**config.mk**
```make
export PLATFORM = sky130hd
export DESIGN_NAME = alu_muldiv_seq
export DESIGN_NICKNAME = d
export VERILOG_FILES = /design/src/rtl/alu_pkg.sv /design/src/rtl/muldiv_step.sv /design/src/rtl/alu_muldiv_seq.sv
export SDC_FILE = /design/constraint.sdc
export NUM_CORES = 1
export LEC_CHECK = 0
export CAP_MARGIN = 20
export CORE_MARGIN = 5
export CORE_UTILIZATION = 38
export DETAILED_ROUTE_END_ITERATION = 16
export GPL_TIMING_DRIVEN = 0
export SLEW_MARGIN = 25
export SYNTH_ARGS = -nofsm -noshare
export SYNTH_HDL_FRONTEND = slang
export SYNTH_SLANG_ARGS = --single-unit
```
**constraint.sdc**
```tcl
create_clock -name clk -period 3.7 [get_ports clk]
set_input_delay 1.11 -clock clk [delete_from_list [all_inputs] [get_ports clk]]
set_output_delay 1.11 -clock clk [all_outputs]
set_load 0.03 [all_outputs]
```
**src/rtl/alu_pkg.sv**
```systemverilog
// Shared types and opcode helpers for the sequential RV32M multiply/divide unit.
package alu_pkg;

   typedef enum logic [2:0] {
      OP_MUL    = 3'b000,
      OP_MULH   = 3'b001,
      OP_MULHSU = 3'b010,
      OP_MULHU  = 3'b011,
      OP_DIV    = 3'b100,
      OP_DIVU   = 3'b101,
      OP_REM    = 3'b110,
      OP_REMU   = 3'b111
   } muldiv_op_e;

   typedef enum logic [1:0] {
      IDLE = 2'd0,
      CALC = 2'd1,
      FIX  = 2'd2,
      DONE = 2'd3
   } muldiv_state_e;

   function automatic logic is_div(input muldiv_op_e op);
      return op[2];
   endfunction

   function automatic logic is_rem(input muldiv_op_e op);
      return op[2] & op[1];
   endfunction

   function automatic logic opr1_signed(input muldiv_op_e op);
      return (op == OP_MULH) || (op == OP_MULHSU) || (op == OP_DIV) || (op == OP_REM);
   endfunction

   function automatic logic opr2_signed(input muldiv_op_e op);
      return (op == OP_MULH) || (op == OP_DIV) || (op == OP_REM);
   endfunction

endpackage

```
**src/rtl/muldiv_step.sv**
```systemverilog
// One combinational iteration: shift-add multiply or restoring compare-subtract divide
// over a {hi, lo} register pair.
module muldiv_step #(
   parameter int unsigned XLEN = 32
) (
   input  logic            is_div,
   input  logic [XLEN-1:0] hi,
   input  logic [XLEN-1:0] lo,
   input  logic [XLEN-1:0] opb,
   output logic [XLEN-1:0] hi_nxt,
   output logic [XLEN-1:0] lo_nxt
);

   logic [XLEN:0] sum;
   logic [XLEN:0] shifted;
   logic [XLEN:0] diff;

   // Multiply: lo holds the remaining multiplier bits, product grows into hi from the top.
   // Divide: lo holds dividend bits shifting out / quotient bits shifting in, hi the partial remainder.
   always_comb begin
      sum     = {1'b0, hi} + (lo[0] ? {1'b0, opb} : '0);
      shifted = {hi, lo[XLEN-1]};
      diff    = shifted - {1'b0, opb};
      hi_nxt  = sum[XLEN:1];
      lo_nxt  = {sum[0], lo[XLEN-1:1]};
      if (is_div) begin
         hi_nxt = diff[XLEN] ? shifted[XLEN-1:0] : diff[XLEN-1:0];
         lo_nxt = {lo[XLEN-2:0], ~diff[XLEN]};
      end
   end

endmodule

```
**src/rtl/alu_muldiv_seq.sv**
```systemverilog
// Multi-cycle RV32M multiply/divide unit with valid/ready handshakes, flush and
// early resolution of divide-by-zero and signed-overflow cases.
import alu_pkg::*;

module alu_muldiv_seq #(
   parameter int unsigned XLEN   = 32,
   parameter int unsigned UNROLL = 1
) (
   input  logic            clk,
   input  logic            rst_n,
   input  logic            in_valid,
   output logic            in_ready,
   input  logic [2:0]      op,
   input  logic [XLEN-1:0] opr1,
   input  logic [XLEN-1:0] opr2,
   input  logic            flush,
   output logic            out_valid,
   input  logic            out_ready,
   output logic [XLEN-1:0] result,
   output logic            busy
);

   localparam int unsigned STEPS = XLEN / UNROLL;
   localparam int unsigned CNT_W = (STEPS > 1) ? $clog2(STEPS) : 1;
   localparam logic [CNT_W-1:0] CNT_LAST = CNT_W'(STEPS - 1);
   localparam logic [XLEN-1:0] MIN_INT = {1'b1, {(XLEN-1){1'b0}}};

   muldiv_state_e   state_q;
   logic [CNT_W-1:0] cnt_q;
   muldiv_op_e      op_q;
   logic [XLEN-1:0] hi_q, lo_q, opb_q;
   logic            neg_q, neg_rem_q;
   logic [XLEN-1:0] result_q;

   muldiv_op_e      op_in;
   logic            s1, s2;
   logic [XLEN-1:0] mag1, mag2;
   logic            div_zero, div_ovf;
   logic [XLEN-1:0] special_res;

   always_comb begin
      op_in       = muldiv_op_e'(op);
      s1          = opr1_signed(op_in) & opr1[XLEN-1];
      s2          = opr2_signed(op_in) & opr2[XLEN-1];
      mag1        = s1 ? ('0 - opr1) : opr1;
      mag2        = s2 ? ('0 - opr2) : opr2;
      div_zero    = is_div(op_in) && (opr2 == '0);
      div_ovf     = is_div(op_in) && opr2_signed(op_in) && (opr1 == MIN_INT) && (opr2 == '1);
      special_res = '0;
      if (div_zero)
         special_res = is_rem(op_in) ? opr1 : '1;
      else if (div_ovf)
         special_res = is_rem(op_in) ? '0 : MIN_INT;
   end

   logic [UNROLL:0][XLEN-1:0] hi_c, lo_c;
   logic                      op_is_div;

   assign op_is_div = is_div(op_q);
   assign hi_c[0]   = hi_q;
   assign lo_c[0]   = lo_q;

   for (genvar g = 0; g < UNROLL; g++) begin : g_step
      muldiv_step #(.XLEN(XLEN)) u_step (
         .is_div (op_is_div),
         .hi     (hi_c[g]),
         .lo     (lo_c[g]),
         .opb    (opb_q),
         .hi_nxt (hi_c[g+1]),
         .lo_nxt (lo_c[g+1])
      );
   end

   logic [2*XLEN-1:0] prod, prod_s;
   logic [XLEN-1:0]   quo_s, rem_s, fix_res;

   // Work was done on magnitudes; signs are restored here in one place.
   always_comb begin
      prod    = {hi_q, lo_q};
      prod_s  = neg_q ? ('0 - prod) : prod;
      quo_s   = neg_q ? ('0 - lo_q) : lo_q;
      rem_s   = neg_rem_q ? ('0 - hi_q) : hi_q;
      fix_res = (op_q == OP_MUL) ? prod_s[XLEN-1:0] : prod_s[2*XLEN-1:XLEN];
      if (op_is_div)
         fix_res = op_q[1] ? rem_s : quo_s;
   end

   always_ff @(posedge clk or negedge rst_n) begin
      if (!rst_n) begin
         state_q   <= IDLE;
         cnt_q     <= '0;
         op_q      <= OP_MUL;
         hi_q      <= '0;
         lo_q      <= '0;
         opb_q     <= '0;
         neg_q     <= 1'b0;
         neg_rem_q <= 1'b0;
         result_q  <= '0;
      end else begin
         unique case (state_q)
            IDLE: begin
               if (in_valid && !flush) begin
                  op_q      <= op_in;
                  hi_q      <= '0;
                  lo_q      <= mag1;
                  opb_q     <= mag2;
                  neg_q     <= s1 ^ s2;
                  neg_rem_q <= s1;
                  cnt_q     <= '0;
                  if (div_zero || div_ovf) begin
                     result_q <= special_res;
                     state_q  <= DONE;
                  end else begin
                     state_q  <= CALC;
                  end
               end
            end
            CALC: begin
               if (flush) begin
                  state_q <= IDLE;
               end else begin
                  hi_q  <= hi_c[UNROLL];
                  lo_q  <= lo_c[UNROLL];
                  cnt_q <= cnt_q + 1'b1;
                  if (cnt_q == CNT_LAST)
                     state_q <= FIX;
               end
            end
            FIX: begin
               if (flush) begin
                  state_q <= IDLE;
               end else begin
                  result_q <= fix_res;
                  state_q  <= DONE;
               end
            end
            DONE: begin
               if (flush || out_ready)
                  state_q <= IDLE;
            end
            default: state_q <= IDLE;
         endcase
      end
   end

   assign in_ready  = (state_q == IDLE);
   assign out_valid = (state_q == DONE);
   assign busy      = (state_q != IDLE);
   assign result    = result_q;

endmodule
```
=== Word-level counts from Yosys, hierarchy flattened ===
Cells that the tools add are included.

* Bits in registers: 140
* Logic and storage cells: 97
* Output and inout port bits: 35

* Mux-type cells: 36
* Reductions and logical operators: 23
* Equal/unequal tests: 16
* Bitwise operators: 5
* $add $sub $neg: 8

{| class="wikitable"
|+ Operators by type and width
! operator !! number
|-
| 32-bit 2-to-1 mux || 22
|-
| 32-bit case mux with 2 select lines || 3
|-
| 1-bit by 32-bit subtractor with 32-bit output, first input constant || 4
|-
| 32-bit == test, second input constant || 2
|-
| 64-bit 2-to-1 mux || 1
|-
| 1-bit by 64-bit subtractor with 64-bit output, first input constant || 1
|-
| 32-bit by 33-bit adder with 33-bit output || 1
|-
| 33-bit by 32-bit subtractor with 33-bit output || 1
|-
| 32-bit zero test || 1
|-
| 2-bit 2-to-1 mux || 6
|-
| 5-bit 2-to-1 mux || 2
|-
| 5-bit case mux with 2 select lines || 1
|-
| 2-bit case mux with 4 select lines || 1
|-
| 1-bit logical OR || 7
|-
| 3-bit == test, second input constant || 2
|-
| 2-bit by 1-bit != test with 1-bit output, second input constant || 3
|-
| 3-bit AND reduction || 2
|-
| 2-bit nonzero test || 3
|-
| 5-bit by 1-bit adder with 5-bit output, second input constant || 1
|-
| 5-bit == test, second input constant || 1
|-
| 1-bit logical AND || 5
|-
| 2-bit == test, second input constant || 2
|-
| 2-bit != test, second input constant || 2
|-
| 4-bit AND reduction || 1
|-
| other kinds (11) || 13
|}

=== Longest topological paths before layout ===
Gate-level depths: netlist (run 1).

* Depth in word-level cells: 11
* Mapped depth: 14
* Mapped depth without buffers: 13

=== Cells and area by module ===
Synthesis (run 1) repeated with hierarchy kept, for this count alone.

* Cells, all modules: 2051
* Area total of the unflattened synthesis: 15235.9 um^2

{| class="wikitable"
|+ By module, submodules not included
! module !! sequential area each (um^2) !! cells each !! area an instance (um^2) !! times used
|-
| alu_muldiv_seq || 3503.4 || 1388 || 10645.2 || 1
|-
| muldiv_step || 0.0 || 663 || 4590.7 || 1
|}

=== Worst setup path after synthesis (run 1) ===
No wires, ideal clock.

* Path type: input-to-reg
* Start point: input opr2[24]
* End point: register result_q[21] (netlist: result[21])
* Stages: 9
* Path buffers: 2
* Setup slack: 0.068 ns
* Data required time: 3.574 ns
* Data arrival time: 3.505 ns
* Cells stage by stage: or4_4 > nor4_2 > or4b_1 > o22ai_1 > a21oi_1 > or3_1 > buf_2 > buf_6 > a221o_1

* Cells in the longest elaborated chain, start to end: 7

{| class="wikitable"
|+ Ends and longest elaborated chain
! item !! line !! RTL
|-
| start, declared || alu_muldiv_seq.sv:15 || <nowiki>input logic [XLEN-1:0] opr2,</nowiki>
|-
| 32-bit == test || alu_muldiv_seq.sv:48 || <nowiki>div_ovf = is_div(op_in) && opr2_signed(op_in) && (opr1 == MIN_INT) && (opr2 == '1);</nowiki>
|-
| 1-bit logical AND || alu_muldiv_seq.sv:48 ||
|-
| 32-bit 2-to-1 mux || alu_muldiv_seq.sv:52 || <nowiki>else if (div_ovf)</nowiki>
|-
| 32-bit 2-to-1 mux || alu_muldiv_seq.sv:50 || <nowiki>if (div_zero)</nowiki>
|-
| 32-bit 2-to-1 mux || alu_muldiv_seq.sv:110 || <nowiki>if (div_zero || div_ovf) begin</nowiki>
|-
| 32-bit 2-to-1 mux || alu_muldiv_seq.sv:102 || <nowiki>if (in_valid && !flush) begin</nowiki>
|-
| 32-bit case mux with 2 select lines || alu_muldiv_seq.sv:100 || <nowiki>unique case (state_q)</nowiki>
|-
| end signal, assigned || alu_muldiv_seq.sv:111 || <nowiki>result_q <= special_res;</nowiki>
|-
| end signal, assigned || alu_muldiv_seq.sv:133 || <nowiki>result_q <= fix_res;</nowiki>
|-
| end, declared || alu_muldiv_seq.sv:33 || <nowiki>logic [XLEN-1:0] result_q;</nowiki>
|}

Several ways; a longest one is shown, not always the timed one. The select of a mux whose other input is x is not followed.
A chain may end at the register's enable or synchronous reset.

=== Final worst setup path (run 1) ===
* Start point: input opr1[27]
* End point: register result_q[21] (netlist: result[21])

* Cells in the longest elaborated chain, start to end: 8

{| class="wikitable"
|+ Ends and longest elaborated chain
! item !! line !! RTL
|-
| start, declared || alu_muldiv_seq.sv:14 || <nowiki>input logic [XLEN-1:0] opr1,</nowiki>
|-
| 32-bit == test * || alu_muldiv_seq.sv:48 ||
|-
| 1-bit logical AND * (2 in a row) || alu_muldiv_seq.sv:48 ||
|-
| 32-bit 2-to-1 mux || alu_muldiv_seq.sv:52 ||
|-
| 32-bit 2-to-1 mux || alu_muldiv_seq.sv:50 ||
|-
| 32-bit 2-to-1 mux || alu_muldiv_seq.sv:110 ||
|-
| 32-bit 2-to-1 mux || alu_muldiv_seq.sv:102 ||
|-
| 32-bit case mux with 2 select lines || alu_muldiv_seq.sv:100 ||
|}

Every way passes the cells marked *; elsewhere a longest branch is shown, timed or not. The select of a mux whose other input is x is not followed.

==> key figures, run 1 <==
Synth
  • Synth warn: 0
  • Sequential element share of the synthesized area: 23.7%
  • Post-synth cell types: 83
  • Post-Synthesis Net Count: 2153
  • Gate count of the mapped netlist: 2008
  • Synth Flop Type: dfrtp_1
  • Post-Syn Area: 14800 um^2
  • Post-synth EDFFs: 0
  • Mean Syn Cell Area: 7.36 um^2
  • FF+latch count, synth: 140
  • Ys async rst share: 100%

GRT
  • Total global-route track usage: 28.3%
  • Initial antenna violation count: 1
  • Largest net degree at the start of global routing: 79
  • First-pass GRT wire length: 95500 um
  • Vias in the first global route: 16.1k
  • GRT Residual Overflow: 0

Clocking
  • Clock transition at path regs: 60 ps
  • H-tree Lvls: 4
  • CTS sink count: 140
  • Clk_lat worst skew: 470 ps
  • Root Driver: clkbuf_16
  • CTS hold repair buffers: 0
  • TritonCTS Buffers: 17
  • Clock tree from TritonCTS: built
  • CTS Buffer Depth: 2

Final layout
  • Layout cells sized above 1: 9.04%
  • Area Overhead vs Synth: 20.9%
  • Fin nets: 2302
  • Most common cell after layout, fill and taps aside: o21ai_0
  • Most frequent cells in the layout: o21ai_0 (270), nand2_1 (237), nor2_1 (165)

Hold path
  • Tightest Hold Check Type: reg2reg
  • Worst Hold Path Cells: 1

Routing
  • Vias: 16.6k
  • Avg Vias per Cell: about 6.2
  • Remaining DRCs: 0
  • Total routed wirelength: 63700 um
  • Drt initial violations: 1697
  • Drt first pass iters: 5
  • Wirelength per Cell: 23.7 um
  • Antenna Nets Post-Route: 0

Power
  • Leakage Power: roughly 7.3 nW
  • Maximum vdd drop: ~360 uV
  • Seq pwr share: between 10% and 20%
  • P_int: 5.90 mW
  • Sw Share: 53.2%
  • Design Power: 12.6 mW
  • Comb pwr share: around 68%
  • Cell Pwr Density: 706 nW/um^2
  • Net Sw Power: 6.71 mW
  • Clock power frac: 14.2%

Worst setup path
  • Critical path type: in2reg
  • CP max stage cell: or4_4
  • Startpoint type of the worst setup path: input port
  • CP bufs+invs: 2
  • Crit Path Max Fanout: 6
  • Crit-path max cell delay: 550 ps
  • CP Data Arrival Time: 4020 ps
  • Cell family with most CP delay: simple AND/OR/NAND/NOR gates
  • Crit-path cells: dlygate4sd2_1 -> or4_4 -> nor3_4 -> nand4_1 -> o22ai_4 -> a21oi_4 -> or3_4 -> buf_6 -> a221o_1
  • Worst path required time: 4040 ps
  • R2R cell count: 12
  • WP depth: 9
  • CP endpoint kind: flip-flop

Timing
  • Setup ws final: 21.0 ps
  • Worst Skew: 19.4 ps
  • Maximum clock rate: 272 MHz
  • Final Setup Violations: 0
  • RSZ-0062 raised after global routing: true
  • Final Critical Period: 3680 ps
  • Final count of hold timing violations: 0
  • Rel. slew slack: 37.8%
  • Slew @ Worst Pin: slightly above 900 ps
  • Crit share post-route: between 90% and 100%
  • Slew Viols, Final: 0

Die
  • Die X: 207 um
  • Die H: 207 um
  • Initial cell density of the core: 38.3%
  • Core footprint: 38600 um^2
  • Die area: 42900 um^2
  • Std cell rows: 72
  • # IOs: 107

Placed design
  • Setup WS pre-CTS: -1500 ps
  • # port buffers: 105
  • DP Wirelength: about 50000 um
  • Routability Congestion: roughly 1.1

Outcome
  • Outcome: finished clean

Run
  • # Max-Cap Violations: 0
-- final timing paths --
path	startpoint	end	slack (ps)
min	result[17]$_DFFE_PN0P_	result[17]$_DFFE_PN0P_	480
max	opr1[27]	result[21]$_DFFE_PN0P_	20
max in group asynchronous	rst_n	lo_q[31]$_DFFE_PN0P_	2300
max reg2reg	lo_q[0]$_DFFE_PN0P_	result[28]$_DFFE_PN0P_	20
min in group asynchronous	rst_n	result[8]$_DFFE_PN0P_	580
min reg2reg	result[17]$_DFFE_PN0P_	result[17]$_DFFE_PN0P_	480
-- cells in the mapped netlist, drive strengths merged, types with 16 or more instances --
| master | number | area (um^2) |
|---|---|---|
| o21ai | 282 | 1410 |
| xor2 | 100 | 876 |
| o31ai | 28 | 224 |
| nand3 | 32 | 160 |
| xnor2 | 99 | 867 |
| buf | 26 | 144 |
| or3 | 22 | 138 |
| nor2b | 16 | 100 |
| nand2 | 238 | 896 |
| o21a | 16 | 120 |
| nor2 | 165 | 619 |
| nor4 | 27 | 190 |
| nor3 | 34 | 170 |
| nand2b | 18 | 113 |
| ha | 71 | 888 |
| a31oi | 22 | 138 |
| a22oi | 17 | 128 |
| a21oi | 146 | 731 |
| inv | 70 | 263 |
| nand4 | 26 | 163 |
| a21o | 29 | 218 |
| clkbuf | 123 | 465 |
| dfrtp | 140 | 3500 |
| mux2i | 37 | 370 |
| or4 | 22 | 180 |
-- per-layer routing --
metal	routed length, um	track usage, %	up-vias
li1	-	-	7553
met1	25600	35.9	7884
met2	29000	46.0	887
met3	5200	4.61	230
met4	3880	15.4	0
met5	0	0	-
-- worst register-to-register path, cell delays in order (launching register included) --
cell and delay [ps]:
dfrtp_2 460, inv_4 120, clkbuf_8 200, ha_2 210, or4b_4 510, or4_4 520
or2_4 290, o41ai_2 330, xnor2_1 170, o21ai_0 190, a21oi_1 70, a211oi_2 370
o21ai_1 100
-- per-stage QoR --
| step | TNS [ps] | hold slack (ps) | std cells | instance area, um^2 | util (%) |
|---|---|---|---|---|---|
| after global placement | -767270 | 460 | 2631 | 16500 | 42.7 |
| after CTS | 0 | 480 | 2679 | 17500 | 45.5 |
| after global routing | -120 | 497 | 2687 | 17900 | 46.3 |
| after detailed placement | -95040 | 467 | 2632 | 16500 | 42.8 |
| after floorplan | 0 | 450 | 2008 | 14800 | - |
| final | 0 | 476 | 2688 | 17900 | 46.3 |
-- area by class of cell --
class / instances / area (um^2)
Fill cell: 4011 / 20700
Clock buffer: 21 / 470
Antenna cell: 1 / 2.50
Multi-Input combinational cell: 1650 / 10900
Timing Repair Buffer: 133 / 1290
Tap cell: 518 / 648
Sequential cell: 140 / 3510
Inverter: 70 / 269
Clock inverter: 10 / 116
Buffer: 145 / 637
-- kinds of logic after synthesis --
group                      count (synthesis)  synth area share [%]
and+or+nand+nor                          657                  21.2
buffers and inverters                    219                  5.90
AOI/OAI and AO/OA                        680                  28.3
xor gates and xnor gates                 199                  11.8
muxes                                     40                  2.74
DFF                                      140                  23.7
adders and majority gates                 73                  6.28
-- sequential cells by signal, indices dropped and copies added, names as in the netlist --
register / cells
neg_rem_q: 1
neg_q: 1
state_q: 2
cnt_q: 5
opb_q: 32
op_q: 3
hi_q: 32
lo_q: 32
result: 32
-- what timing repair did --
item | 4_1_cts | 5_1_grt
pin swaps | 17 | 24
gates cloned | 0 | 2
resized for setup | 83 | 81
setup buffers | 18 | 8
endpoints found under the setup margin | 73 | 67
-- power groups by stage --
stage / Combinational, mW / Sequential [mW] / Clock (mW)
2_1_floorplan: 5.49 / 2.11 / 0
3_3_place_gp: 7.71 / 2.28 / 0
3_5_place_dp: 7.77 / 2.29 / 0
4_1_cts: 8.14 / 2.26 / 1.80
5_1_grt: 9.19 / 2.31 / 1.86
6_report: 8.54 / 2.28 / 1.79
Power figures use the tool's default switching activity.
==> inputs of run 2 (changes only) <==
--- a/config.mk
+++ b/config.mk
@@ -10,6 +10,7 @@
 export CORE_UTILIZATION = 38
 export DETAILED_ROUTE_END_ITERATION = 16
 export GPL_TIMING_DRIVEN = 0
+export HOLD_SLACK_MARGIN = 0.08
 export SLEW_MARGIN = 25
 export SYNTH_ARGS = -nofsm -noshare
 export SYNTH_HDL_FRONTEND = slang
==> results of run 2 <==
No change in the layout: final DEF, timing and power equal those of run 1.
